--- config.mk ---
export PLATFORM = sky130hd
export DESIGN_NAME = pipeline_ctrl
export DESIGN_NICKNAME = d
export VERILOG_FILES = /design/src/rtl/pipeline_ctrl_pkg.sv /design/src/rtl/pipeline_ctrl_exc_prio_enc.sv /design/src/rtl/pipeline_ctrl.sv
export SDC_FILE = /design/constraint.sdc
export NUM_CORES = 1
export LEC_CHECK = 0
export BUFFER_PORTS_ARGS = -buffer_cell sky130_fd_sc_hd__buf_2
export CORE_MARGIN = 10
export CORE_UTILIZATION = 45
export DETAILED_ROUTE_END_ITERATION = 12
export GPL_ROUTABILITY_DRIVEN = 0
export GPL_TIMING_DRIVEN = 0
export PLACE_DENSITY = 0.85
export REMOVE_ABC_BUFFERS = 1
export SLEW_MARGIN = 25
export SYNTH_ARGS = -nofsm -noshare
export SYNTH_HDL_FRONTEND = slang
export SYNTH_SLANG_ARGS = --single-unit
--- constraint.sdc ---
create_clock -name clk -period 4.6 [get_ports clk]
set_input_delay 1.38 -clock clk [delete_from_list [all_inputs] [get_ports clk]]
set_output_delay 1.38 -clock clk [all_outputs]
set_load 0.05 [all_outputs]
--- src/rtl/pipeline_ctrl_pkg.sv ---
// Shared constants and types for the pipeline control unit.
// Stage indices, FSM state encoding and exception vector defaults.
package pipeline_ctrl_pkg;

  localparam int STAGE_IF = 0;
  localparam int STAGE_ID = 1;

  localparam logic [31:0] DEF_EXC_BASE   = 32'h0000_0000;
  localparam logic [31:0] DEF_EXC_STRIDE = 32'h0000_0020;

  typedef enum logic [1:0] {
    ST_IDLE,
    ST_SHADOW,
    ST_FLUSH
  } state_e;

  function automatic int idx_w(input int n);
    return (n > 1) ? $clog2(n) : 1;
  endfunction

endpackage

--- src/rtl/pipeline_ctrl_exc_prio_enc.sv ---
// Lowest-index-wins priority encoder for exception requests.
// valid_o is high when any request bit is set.
module exc_prio_enc
  import pipeline_ctrl_pkg::*;
#(
  parameter int N  = 2,
  parameter int IW = idx_w(N)
) (
  input  logic [N-1:0]  req_i,
  output logic          valid_o,
  output logic [IW-1:0] idx_o
);

  always_comb begin
    idx_o = '0;
    for (int i = N - 1; i >= 0; i--) begin
      if (req_i[i]) idx_o = IW'(i);
    end
  end

  assign valid_o = |req_i;

endmodule

--- src/rtl/pipeline_ctrl.sv ---
// Pipeline control: stall vectors, branch shadow squashing and
// one-cycle flush with prioritised redirect PC.
module pipeline_ctrl
  import pipeline_ctrl_pkg::*;
#(
  parameter int NUM_STAGES     = 5,
  parameter int BRANCH_BUBBLES = 1,
  parameter int NUM_EXC        = 2,
  parameter int ADDR_WIDTH     = 32,
  parameter logic [ADDR_WIDTH-1:0] EXC_BASE =
    ADDR_WIDTH'(DEF_EXC_BASE),
  parameter logic [ADDR_WIDTH-1:0] EXC_STRIDE =
    ADDR_WIDTH'(DEF_EXC_STRIDE)
) (
  input  logic                  clk,
  input  logic                  rst,
  input  logic [NUM_STAGES-1:0] stallreq_i,
  input  logic                  id_is_branch_i,
  input  logic [NUM_EXC-1:0]    excepttype_i,
  input  logic                  ertn_i,
  input  logic [ADDR_WIDTH-1:0] epc_i,
  output logic [NUM_STAGES-1:0] stall_o,
  output logic                  flush_o,
  output logic [ADDR_WIDTH-1:0] new_pc_o,
  output logic                  pc_instr_invalid_o,
  output logic                  if_id_instr_invalid_o,
  output logic                  shadow_busy_o
);

  localparam int CW = $clog2(BRANCH_BUBBLES + 1);
  localparam int IW = idx_w(NUM_EXC);
  localparam logic [CW-1:0] CNT_LOAD = CW'(BRANCH_BUBBLES);

  state_e                  state_q;
  logic [CW-1:0]           cnt_q;
  logic                    flush_q;
  logic [ADDR_WIDTH-1:0]   new_pc_q;

  logic [NUM_STAGES-1:0]   stall_raw;
  logic                    id_stall;
  logic                    exc_vld;
  logic [IW-1:0]           exc_idx;
  logic [ADDR_WIDTH-1:0]   exc_pc;
  logic                    busy;

  exc_prio_enc #(
    .N  (NUM_EXC),
    .IW (IW)
  ) u_enc (
    .req_i   (excepttype_i),
    .valid_o (exc_vld),
    .idx_o   (exc_idx)
  );

  // A stall in stage j must hold every older stage i <= j.
  always_comb begin
    stall_raw = '0;
    for (int i = 0; i < NUM_STAGES; i++) begin
      stall_raw[i] = |(stallreq_i >> i);
    end
  end

  assign id_stall = stall_raw[STAGE_ID];

  assign exc_pc = EXC_BASE
    + (ADDR_WIDTH'(exc_idx) + ADDR_WIDTH'(1))
    * EXC_STRIDE;

  always_ff @(posedge clk) begin
    if (rst) begin
      state_q  <= ST_IDLE;
      cnt_q    <= '0;
      flush_q  <= 1'b0;
      new_pc_q <= '0;
    end else begin
      unique case (state_q)
        ST_FLUSH: begin
          state_q  <= ST_IDLE;
          cnt_q    <= '0;
          flush_q  <= 1'b0;
          new_pc_q <= '0;
        end
        default: begin
          if (exc_vld) begin
            state_q  <= ST_FLUSH;
            cnt_q    <= '0;
            flush_q  <= 1'b1;
            new_pc_q <= exc_pc;
          end else if (ertn_i) begin
            state_q  <= ST_FLUSH;
            cnt_q    <= '0;
            flush_q  <= 1'b1;
            new_pc_q <= epc_i;
          end else if (id_is_branch_i && !id_stall) begin
            state_q <= ST_SHADOW;
            cnt_q   <= CNT_LOAD;
          end else if (busy && !id_stall) begin
            cnt_q   <= cnt_q - CW'(1);
            state_q <= (cnt_q == CW'(1)) ? ST_IDLE : ST_SHADOW;
          end
        end
      endcase
    end
  end

  assign busy                  = (cnt_q != '0);
  assign stall_o               = flush_q ? '0 : stall_raw;
  assign flush_o               = flush_q;
  assign new_pc_o              = new_pc_q;
  assign shadow_busy_o         = busy;
  assign pc_instr_invalid_o    = id_is_branch_i & ~flush_q;
  assign if_id_instr_invalid_o = (id_is_branch_i | busy) & ~flush_q;

endmodule
; ---- Word-level counts from Yosys, hierarchy flattened
; Cells that the tools add are included.
; W data, S select, Z words.
[word_totals]
reg_bits = 36
latch_bits = 0
ram_bits = 0
mem_bits_ro = 0
in_bits = 43
out_inout_bits = 41
word_cells = 41
memories = 0
[op_classes]
n_addsub = 2
n_mul = 0
div = 0
magnitude_cmp = 0
eq_ne = 1
n_shift = 0
mux = 14
bitwise_logic = 4
reduce_logical = 14
[op_table]
columns = op, count
row1 = $mux W32, 2
row2 = $reduce_or A5 Y1, 2
row3 = $mux W2, 4
row4 = $reduce_or A4 Y1, 2
row5 = $mux W1, 7
row6 = $reduce_or A2 Y1, 3
row7 = $mux W5, 1
row8 = $reduce_bool A2 Y1, 2
row9 = $reduce_bool A4 Y1, 1
row10 = $reduce_or A3 Y1, 1
row11 = $add A1 B1 Y2 const B, 1
row12 = $and A1 B1 Y1, 2
row13 = $eq A2 B2 Y1 const B, 1
row14 = $logic_and A1 B1 Y1, 2
row15 = $logic_not A1 Y1, 1
row16 = $not A1 Y1, 1
row17 = $or A1 B1 Y1, 1
row18 = $sub A1 B1 Y1 const B, 1

; ---- Logic depth before layout (Yosys ltp)
; Gate-level depths: netlist of the first run.
[depth]
ltp_word = 7
depth_mapped = 4
depth_no_buf = 3

; ---- Modules after synthesis
; Synthesis of the first run repeated with hierarchy kept, for this count alone.
[hier_totals]
cells_unflattened = 105
area_unflattened_um2 = 1273.7
[modules_own_cells]
columns = module, instances, cells_each, area_per_inst_um2, seq_area_each_um2
row1 = pipeline_ctrl, 1, 103, 1261.2, 700.7
row2 = exc_prio_enc, 1, 2, 12.5, 0.0

; ---- Worst setup path before layout of the first run
; Ideal clock, no wire load.
[synth_path]
path_type = input port to output port
startpoint = in stallreq_i[4]
endpoint = out stall_o[0]
arrival_ps = 2211
t_required_ps = 3220
setup_slack_ps = 1009
cell_stages = 3
path_cell_list = or4_4 -> nor2_1 -> nor2_1
[synth_via]
elab_chain_len = 2
[synth_lines]
columns = item, line_no
row1 = "start, declared", pipeline_ctrl.sv:17  ; input logic [NUM_STAGES-1:0] stallreq_i,
row2 = $reduce_or A5 Y1, pipeline_ctrl.sv:59  ; stall_raw[i] = |(stallreq_i >> i);
row3 = $mux W5, pipeline_ctrl.sv:107  ; assign stall_o = flush_q ? '0 : stall_raw;
row4 = "end, declared", pipeline_ctrl.sv:22  ; output logic [NUM_STAGES-1:0] stall_o,
; No other way between the ends.

; ---- Final worst setup path of the first run
; Ends and elaborated chain as after synthesis.

==> results_dict.tcl, run 1 <==
set metrics [dict create \
    clk_pin_slew_ps 100 \
    drive_above_1_share_pct 43.9 \
    grt-ovfl-total 0 \
    min_path_type "reg -> reg" \
    ios 84 \
    yosysTopAreaCell "dfxtp_1" \
    setup_violations 0 \
    internal_power_uw 437 \
    slowest_stage "or4_4" \
    synthAdderAreaFrac_pct 0 \
    rsz0062_at_grt "no" \
    dpl.hpwl_mm 2.71 \
    grt_antenna_before_repair 0 \
    ys_types 17 \
    drt_iter0_markers 33 \
    startpoint_type "primary input" \
    synthTopCellsByArea "dfxtp_1, mux2i_1, nor2_1" \
    crit_path_end_kind "output pin" \
    grt_pass1_wl_mm 5.69 \
    cap_viol_max_count 0 \
    die_width_um 74.4 \
    worstSetupStartpoint "stallreq_i[4]" \
    synth_compound_area_share_pct 4.41 \
    drc_errors 0 \
    root_buffer "clkbuf_4" \
    switchingPower_uw 171 \
    endpoint "stall_o[0]" \
    cp.arrival_ps 2440 \
    min_period_ps 3820 \
    core.rowCount 19 \
    worst_pin_slew_ps 992 \
    r2r-start "state_q[0]" \
    powerDensity_nw_per_um2 334 \
    regArea_um2 701 \
    peakVddDrop_mv 0.281 \
    hold_viol_final 0 \
    cts_buffers 5 \
    synthSimpleGateAreaFrac_pct 15.2 \
    grt_use_total_pct 13.2 \
    grt_max_degree 36 \
    avgRoutedWirePerCell_um 14.3 \
    initial_core_util_pct 47.5 \
    synthesis.area_um2 1330 \
    fin_skew_ps 5.83 \
    seq_area_frac_synth_pct 52.6 \
    final_area_um2 1820 \
    relSlewSlack_pct 33.8 \
    cts.sinks 35 \
    cts_hold_buf 0 \
    pre_cts_ws_ps 779 \
    die_h_um 74.4 \
    final_common_cell "buf_2" \
    min_period_over_period_pct 83.1 \
    cp.depth 5 \
    r2r_slack_ps 3030 \
    maxSlewViolCount 0 \
    worstPathRequired_ps 3220 \
    syn2layout_area_growth_pct 36.9 \
    instances_no_fill 245 \
    nets 256 \
    p_seq_share_pct 51.6 \
    dpl.cell_count 237 \
    design.die.area_um2 5540 \
    placed_cell_area_um2 1760 \
    synth_warnings 0 \
    p_sw_share_pct 28.1 \
    cts_setup_buffers 0 \
    synth_top_family_by_area "multiplexers" \
    cts_resized 0 \
    dr.pass1.iters 3 \
    cts_tree "built" \
    worst-path-buf-inv 2 \
    multiInputGateArea_um2 593 \
    core_area_um2 2810 \
    yosys.area_share.xor_xnor_pct 0 \
    htreeDepth 2 \
    num_antenna_cells 0 \
    critPathTopFamily "simple AND/OR/NAND/NOR gates" \
    viasPerCell 4.79 \
    fin_util_pct 65.0 \
    port_buffers 83 \
    fmax_ghz 0.262 \
    drtAntennaViolNets 0 \
    p_clk_share_pct 30.5 \
    wl_mm 3.51 \
    synthMuxAreaShare_pct 24.9 \
    critical_path_class "in -> out" \
    grt_pass1_vias 1288 \
    setup_tns_ps 0 \
    worstPathCellList "buf_2 -> or4_4 -> nor2_1 -> nor2_1 -> buf_2" \
    synth_cells 130 \
    critPathMaxStageDelay_ps 560 \
    synth_top_area_share_pct 52.6 \
    setup_ws_ps 780 \
    layout_common_cells "buf_2, nor2_1, dfxtp_1" \
    insertion_delay_ps 330 \
    reg2reg_to "state_q[0]" \
    critPathMaxFanout 5 \
    synth_seq_cells 35 \
    fillers 249 \
    status "finished, final reports clean" \
    leakagePower_uw 0.000960 \
    combPwrFrac_pct 17.8 \
    vias 1173 \
    clock_path_buffers 2 \
    ff2ff_path_depth 3 \
    syn_avg_cell_area_um2 10.3 \
]
## through the flow
| stage | power [uW] | hold slack (ps) |
|---|---|---|
| final | 609 | 497 |
| after global routing | 640 | 526 |
| after CTS | 619 | 505 |
| after detailed placement | 431 | 475 |
| after global placement | 429 | 467 |
| after floorplan | 388 | 530 |
## cells in the mapped netlist
cell,count
nor2_1,40
dfxtp_1,35
mux2i_1,32
buf_2,4
clkbuf_1,3
inv_1,2
nor2b_1,2
nor3_1,2
nor4_1,2
a2111o_1,1
a2111oi_4,1
a211oi_1,1
a21o_1,1
a21oi_1,1
mux2_2,1
nor2_2,1
or4_4,1
## power groups by stage
stage          clock, uW  sequential, uW  combinational, uW
6_report             186             314                109
5_1_grt              207             316                118
4_1_cts              195             315                110
3_5_place_dp           0             321                110
3_3_place_gp           0             321                108
2_1_floorplan          0             341               46.9
## worst min-delay path: cells and delay by family (launching register included)
family | cells | cell delay (ps)
and+or+nand+nor | 1 | 70
muxes | 1 | 60
DFF | 1 | 340
## logic make-up after synthesis
group / count (synthesis)
flops: 35
buf+inv: 9
simple gates: 48
compound gates: 5
mux: 33
## layout make-up
type / count / area share, %
clock buffers: 8 / 3.77
well taps: 31 / 2.13
multi-input cells: 86 / 32.5
repair buffers: 83 / 22.8
flip-flops and latches: 35 / 38.4
inverters: 2 / 0.412
## sequential cells by signal, indices dropped and copies added, names as in the netlist
register,count
flush_o,1
new_pc_o,32
state_q,2
## worst min path at each step
| stage | startpoint | to | slack [ps] | cells after the start |
|---|---|---|---|---|
| after global placement | new_pc_o[12] | new_pc_o[12] | 470 | 2 |
| after detailed placement | new_pc_o[22] | new_pc_o[22] | 480 | 2 |
| final | new_pc_o[16] | new_pc_o[16] | 500 | 2 |
| after global routing | new_pc_o[0] | new_pc_o[0] | 530 | 2 |
| after CTS | new_pc_o[16] | new_pc_o[16] | 510 | 2 |
| after floorplan | state_q[1] | state_q[1] | 530 | 2 |
## layer usage
metal / global-route usage [%] / vias up / wire length (um)
met3: 10.8 / 6 / 624
met5: 0 / - / 0
li1: - / 603 / -
met1: 12.1 / 504 / 1320
met2: 21.4 / 60 / 1520
met4: 5.04 / 0 / 48
(Power assumes the default switching activity.)
==> run 2: changes to the inputs <==
CORE_UTILIZATION = 41   (was 45)
PLACE_DENSITY = 0.78   (was 0.85)
clock period = 3.7 ns   (was 4.6 ns; I/O delays follow)
==> results_dict.tcl, run 2 (synthesis gave the netlist of run 1 again) <==
set metrics [dict create \
    status "finished, final reports clean" \
    avgRoutedWirePerCell_um 13.5 \
    dpl.cell_count 250 \
    grt_pass1_vias 1302 \
    cts_buffers 5 \
    fin_total_pwr_uw 718 \
    nets 256 \
    peakVddDrop_mv 0.258 \
    htreeDepth 2 \
    placed_cell_area_um2 1770 \
    grt_antenna_before_repair 0 \
    largest_register_ffs 32 \
    setup_violations 0 \
    min_path_type "reg -> reg" \
    relSlewSlack_pct 33.5 \
    die_width_um 77.0 \
    grt_max_degree 36 \
    instances_no_fill 258 \
    critPathMaxFanout 5 \
    cts_hold_buf 0 \
    r2r_slack_ps 2160 \
    rsz0062_at_grt "no" \
    drt_iter0_markers 28 \
    worstPathRequired_ps 2590 \
    wl_mm 3.48 \
    cap_viol_max_count 0 \
    dpl.hpwl_mm 2.75 \
    final_area_um2 1830 \
    grt-ovfl-total 0 \
    clk_pin_slew_ps 100 \
    cts_resized 0 \
    powerDensity_nw_per_um2 394 \
    hold_viol_final 0 \
    critical_path_class "in -> out" \
    maxSlewViolCount 0 \
    crit_path_end_kind "output pin" \
    startpoint_type "primary input" \
    fin_skew_ps 9.72 \
    worst_pin_slew_ps 998 \
    port_buffers 83 \
    dr.pass1.iters 4 \
    layout_common_cells "buf_2, nor2_1, dfxtp_1" \
    final_common_cell "buf_2" \
    setup_tns_ps 0 \
    viasPerCell 4.63 \
    cts_tree "built" \
    clock_path_buffers 2 \
    root_buffer "clkbuf_4" \
    cts.sinks 35 \
    min_period_over_period_pct 88.3 \
    insertion_delay_ps 330 \
    drc_errors 0 \
    fillers 299 \
    min_period_ps 3270 \
    design.die.area_um2 5930 \
    drive_above_1_share_pct 43.9 \
    grt_pass1_wl_mm 5.98 \
    initial_core_util_pct 43.3 \
    syn2layout_area_growth_pct 37.0 \
    die_h_um 77.0 \
    drtAntennaViolNets 0 \
    vias 1194 \
    core_area_um2 3080 \
    num_antenna_cells 0 \
    grt_use_total_pct 12.0 \
    leakagePower_uw 0.000950 \
    core.rowCount 20 \
    ios 84 \
    fmax_ghz 0.306 \
    cp.arrival_ps 2160 \
    cts_setup_buffers 0 \
]
==> run 2: cell types whose count changed in the layout (fill, tap and decap cells not counted), sizes merged <==
| cell | previous run | this run |
|---|---|---|
| clkinvlp | 0 | 1 |
| clkbuf | 8 | 6 |
| clkinv | 0 | 1 |
==> run 2: cell type report <==
type | instances | area, um^2 | share of cell area [%]
Clock buffer | 6 | 41.3 | 2.26
Multi-Input combinational cell | 86 | 593 | 32.5
Tap cell | 44 | 55.1 | 3.02
Inverter | 2 | 7.51 | 0.411
Clock inverter | 2 | 12.5 | 0.685
Timing Repair Buffer | 83 | 415 | 22.8
Sequential cell | 35 | 701 | 38.4
==> run 2: per-stage QoR <==
stage               hold WS, ps  utilization [%]  setup slack, ps
finish                      499             59.3              434
global placement            468             57.6              450
global route                534             59.3              374
detailed placement          482             57.6              434
floorplan                   530                -              649
CTS                         508             59.3              433
==> run 2: worst max-delay path, cell delays in order <==
cell and delay (ps):
buf_2 120, or4_4 550, nor2_1 110, nor2_1 40, buf_2 220
==> run 2: worst paths after layout <==
path	startpoint	endpoint	cells after the start
worst min register to register	new_pc_o[22]	new_pc_o[22]	2
worst min-delay path	new_pc_o[22]	new_pc_o[22]	2
worst max register to register	state_q[0]	state_q[0]	3
worst max-delay path	stallreq_i[4]	stall_o[0]	5
==> run 2: routing by layer <==
layer | global-route usage [%] | share of wire, % | vias up
met5 | 0 | 0 | -
met4 | 5.47 | 0.78 | 0
met3 | 7.46 | 14 | 4
met2 | 17.5 | 42 | 63
li1 | - | - | 602
met1 | 13.6 | 44 | 525
==> run 2: power by group <==
part	internal [uW]	switching, uW	leakage (uW)
Combinational	47.2	88.1	0.000638
Clock	73.3	119	0.0000282
Sequential	385	5.90	0.000284
==> run 3: changes to the inputs <==
ABC_AREA = 1   (was not set)
CORE_UTILIZATION = 43   (was 41)
PLACE_DENSITY = 0.8   (was 0.78)
==> results_dict.tcl, run 3 <==
set metrics [dict create \
    dr.pass1.iters 4 \
    viasPerCell 4.54 \
    grt-ovfl-total 0 \
    internal_power_uw 511 \
    cts_tree "built" \
    synthesis.area_um2 1460 \
    p_clk_share_pct 28.2 \
    switchingPower_uw 221 \
    setup_tns_ps 0 \
    min_period_over_period_pct 80.1 \
    cts_buffers 5 \
    clk_pin_slew_ps 100 \
    synth_seq_cells 35 \
    wl_met3_um 435 \
    grt_max_degree 36 \
    peakVddDrop_mv 0.202 \
    cp_common_cell "buf_2" \
    clock_path_buffers 2 \
    min_path_type "reg -> reg" \
    slowest_stage "nor2_1" \
    r2r_slack_ps 2460 \
    synthTopCellsByArea "dfxtp_1, a21oi_2, nand2_1" \
    design.die.area_um2 6130 \
    status "finished, final reports clean" \
    nets 300 \
    syn_avg_cell_area_um2 8.21 \
    port_buffers 83 \
    num_antenna_cells 0 \
    cts_resized 0 \
    root_buffer "clkbuf_4" \
    yosysMostFrequentCell "nand2_1" \
    r2r-start "state_q[0]" \
    largest_register_ffs 32 \
    grt_pass1_vias 1440 \
    leakagePower_uw 0.000912 \
    p_seq_share_pct 53.4 \
    ys_types 16 \
    pre_cts_ws_ps 738 \
    whs_ps 469 \
    async_flop_share_pct 0 \
    final_area_um2 1920 \
    htreeDepth 2 \
    final_common_cell "buf_2" \
    wl_met2_mm 1.71 \
    maxSlewViolCount 0 \
    wirelength_met1_mm 1.74 \
    ios 84 \
    core.rowCount 21 \
    dpl.hpwl_mm 2.87 \
    grt_use_total_pct 12.9 \
    critical_path_class "in -> out" \
    cap_viol_max_count 0 \
    critPathMaxFanout 6 \
    synth_warnings 0 \
    drt_iter0_markers 70 \
    combPwrFrac_pct 18.4 \
    hold_path_depth 2 \
    cts_setup_buffers 0 \
    initial_core_util_pct 44.1 \
    rsz0062_at_grt "no" \
    hold_viol_final 0 \
    cp.arrival_ps 1850 \
    layout_common_cells "buf_2, nand2_1, dfxtp_1" \
    holdCritStartpoint "new_pc_o[6]" \
    avgRoutedWirePerCell_um 12.9 \
    fin_util_pct 57.9 \
    highest_layer "met4" \
    reg2reg_to "new_pc_o[17]" \
    fmax_ghz 0.338 \
    die_h_um 78.3 \
    grt_antenna_before_repair 0 \
    synthTopCellsByCount "nand2_1, dfxtp_1, a21oi_2" \
    synth-edff-count 0 \
    setup_violations 0 \
    cts.sinks 35 \
    grt_pass1_wl_mm 6.53 \
    synth_flop_cell "dfxtp_1" \
    drc_errors 0 \
    worstPathRequired_ps 2590 \
    core_area_um2 3310 \
    fin_skew_ps 9.08 \
    insertion_delay_ps 330 \
    placed_cell_area_um2 1860 \
    ff2ff_path_depth 4 \
    worst_pin_slew_ps 644 \
    setup_ws_ps 737 \
    p_sw_share_pct 30.2 \
    die_width_um 78.3 \
    whs_endpoint "new_pc_o[6]" \
    yosysTopAreaCell "dfxtp_1" \
    seq_area_frac_synth_pct 47.9 \
    fillers 347 \
    drive_above_1_share_pct 47.9 \
    cts_hold_buf 0 \
    powerDensity_nw_per_um2 382 \
    crit_path_end_kind "output pin" \
    drtAntennaViolNets 0 \
    critPathMaxStageDelay_ps 290 \
    startpoint_type "primary input" \
    vias 1375 \
    min_period_ps 2960 \
    relSlewSlack_pct 57.1 \
    wl_mm 3.90 \
    syn2layout_area_growth_pct 31.1 \
    worstPathCellList "buf_2 -> nor2_1 -> a31oi_1 -> buf_2" \
    synth_cells 178 \
    synth_top_area_share_pct 47.9 \
]
[run 3: area by class of cell]
type | instances | area [um^2] | share of cell area [%]
repair buffers | 83 | 415 | 21.7
inverters | 11 | 41.3 | 2.16
clock inverters | 1 | 5.00 | 0.261
well taps | 46 | 57.6 | 3.00
clock buffers | 6 | 51.3 | 2.68
flip-flops and latches | 35 | 701 | 36.6
multi-input cells | 121 | 644 | 33.6
[run 3: how the worst max path moves through the flow]
stage,from,to,slack [ps],cells after the start
floorplan,stallreq_i[2],stall_o[0],540,2
global placement,stallreq_i[4],stall_o[0],750,4
detailed placement,stallreq_i[4],stall_o[0],740,4
CTS,stallreq_i[4],stall_o[0],740,4
global route,stallreq_i[4],stall_o[0],620,4
finish,stallreq_i[4],stall_o[0],740,4
[run 3: metal layers]
metal	vias to the layer above	track usage (%)
met5	-	0
met4	0	3.76
met3	2	8.54
met2	58	19.6
met1	597	14.5
li1	718	-
[run 3: logic make-up after synthesis]
| kind of cell | after synthesis | synth area share, % |
|---|---|---|
| AOI/OAI and AO/OA | 40 | 22.4 |
| and+or+nand+nor | 81 | 21.7 |
| buffers and inverters | 22 | 7.96 |
| DFF | 35 | 47.9 |
[run 3: per-stage QoR]
step           power, uW  std cells
6_report             732        303
2_1_floorplan        486        167
3_5_place_dp         535        296
4_1_cts              744        303
3_3_place_gp         534        296
5_1_grt              778        303
[run 3: worst max-delay path, delay by kind of cell]
family | cells | cell delay, ps
AOI/OAI and AO/OA | 1 | 120
buffers and inverters | 2 | 330
and+or+nand+nor | 1 | 290
[run 3: power by group through the flow]
| stage | clock network (uW) | logic [uW] | registers [uW] |
|---|---|---|---|
| floorplan | 0 | 62.4 | 424 |
| global placement | 0 | 135 | 399 |
| detailed placement | 0 | 136 | 399 |
| CTS | 217 | 137 | 391 |
| global route | 238 | 147 | 392 |
| finish | 206 | 135 | 390 |
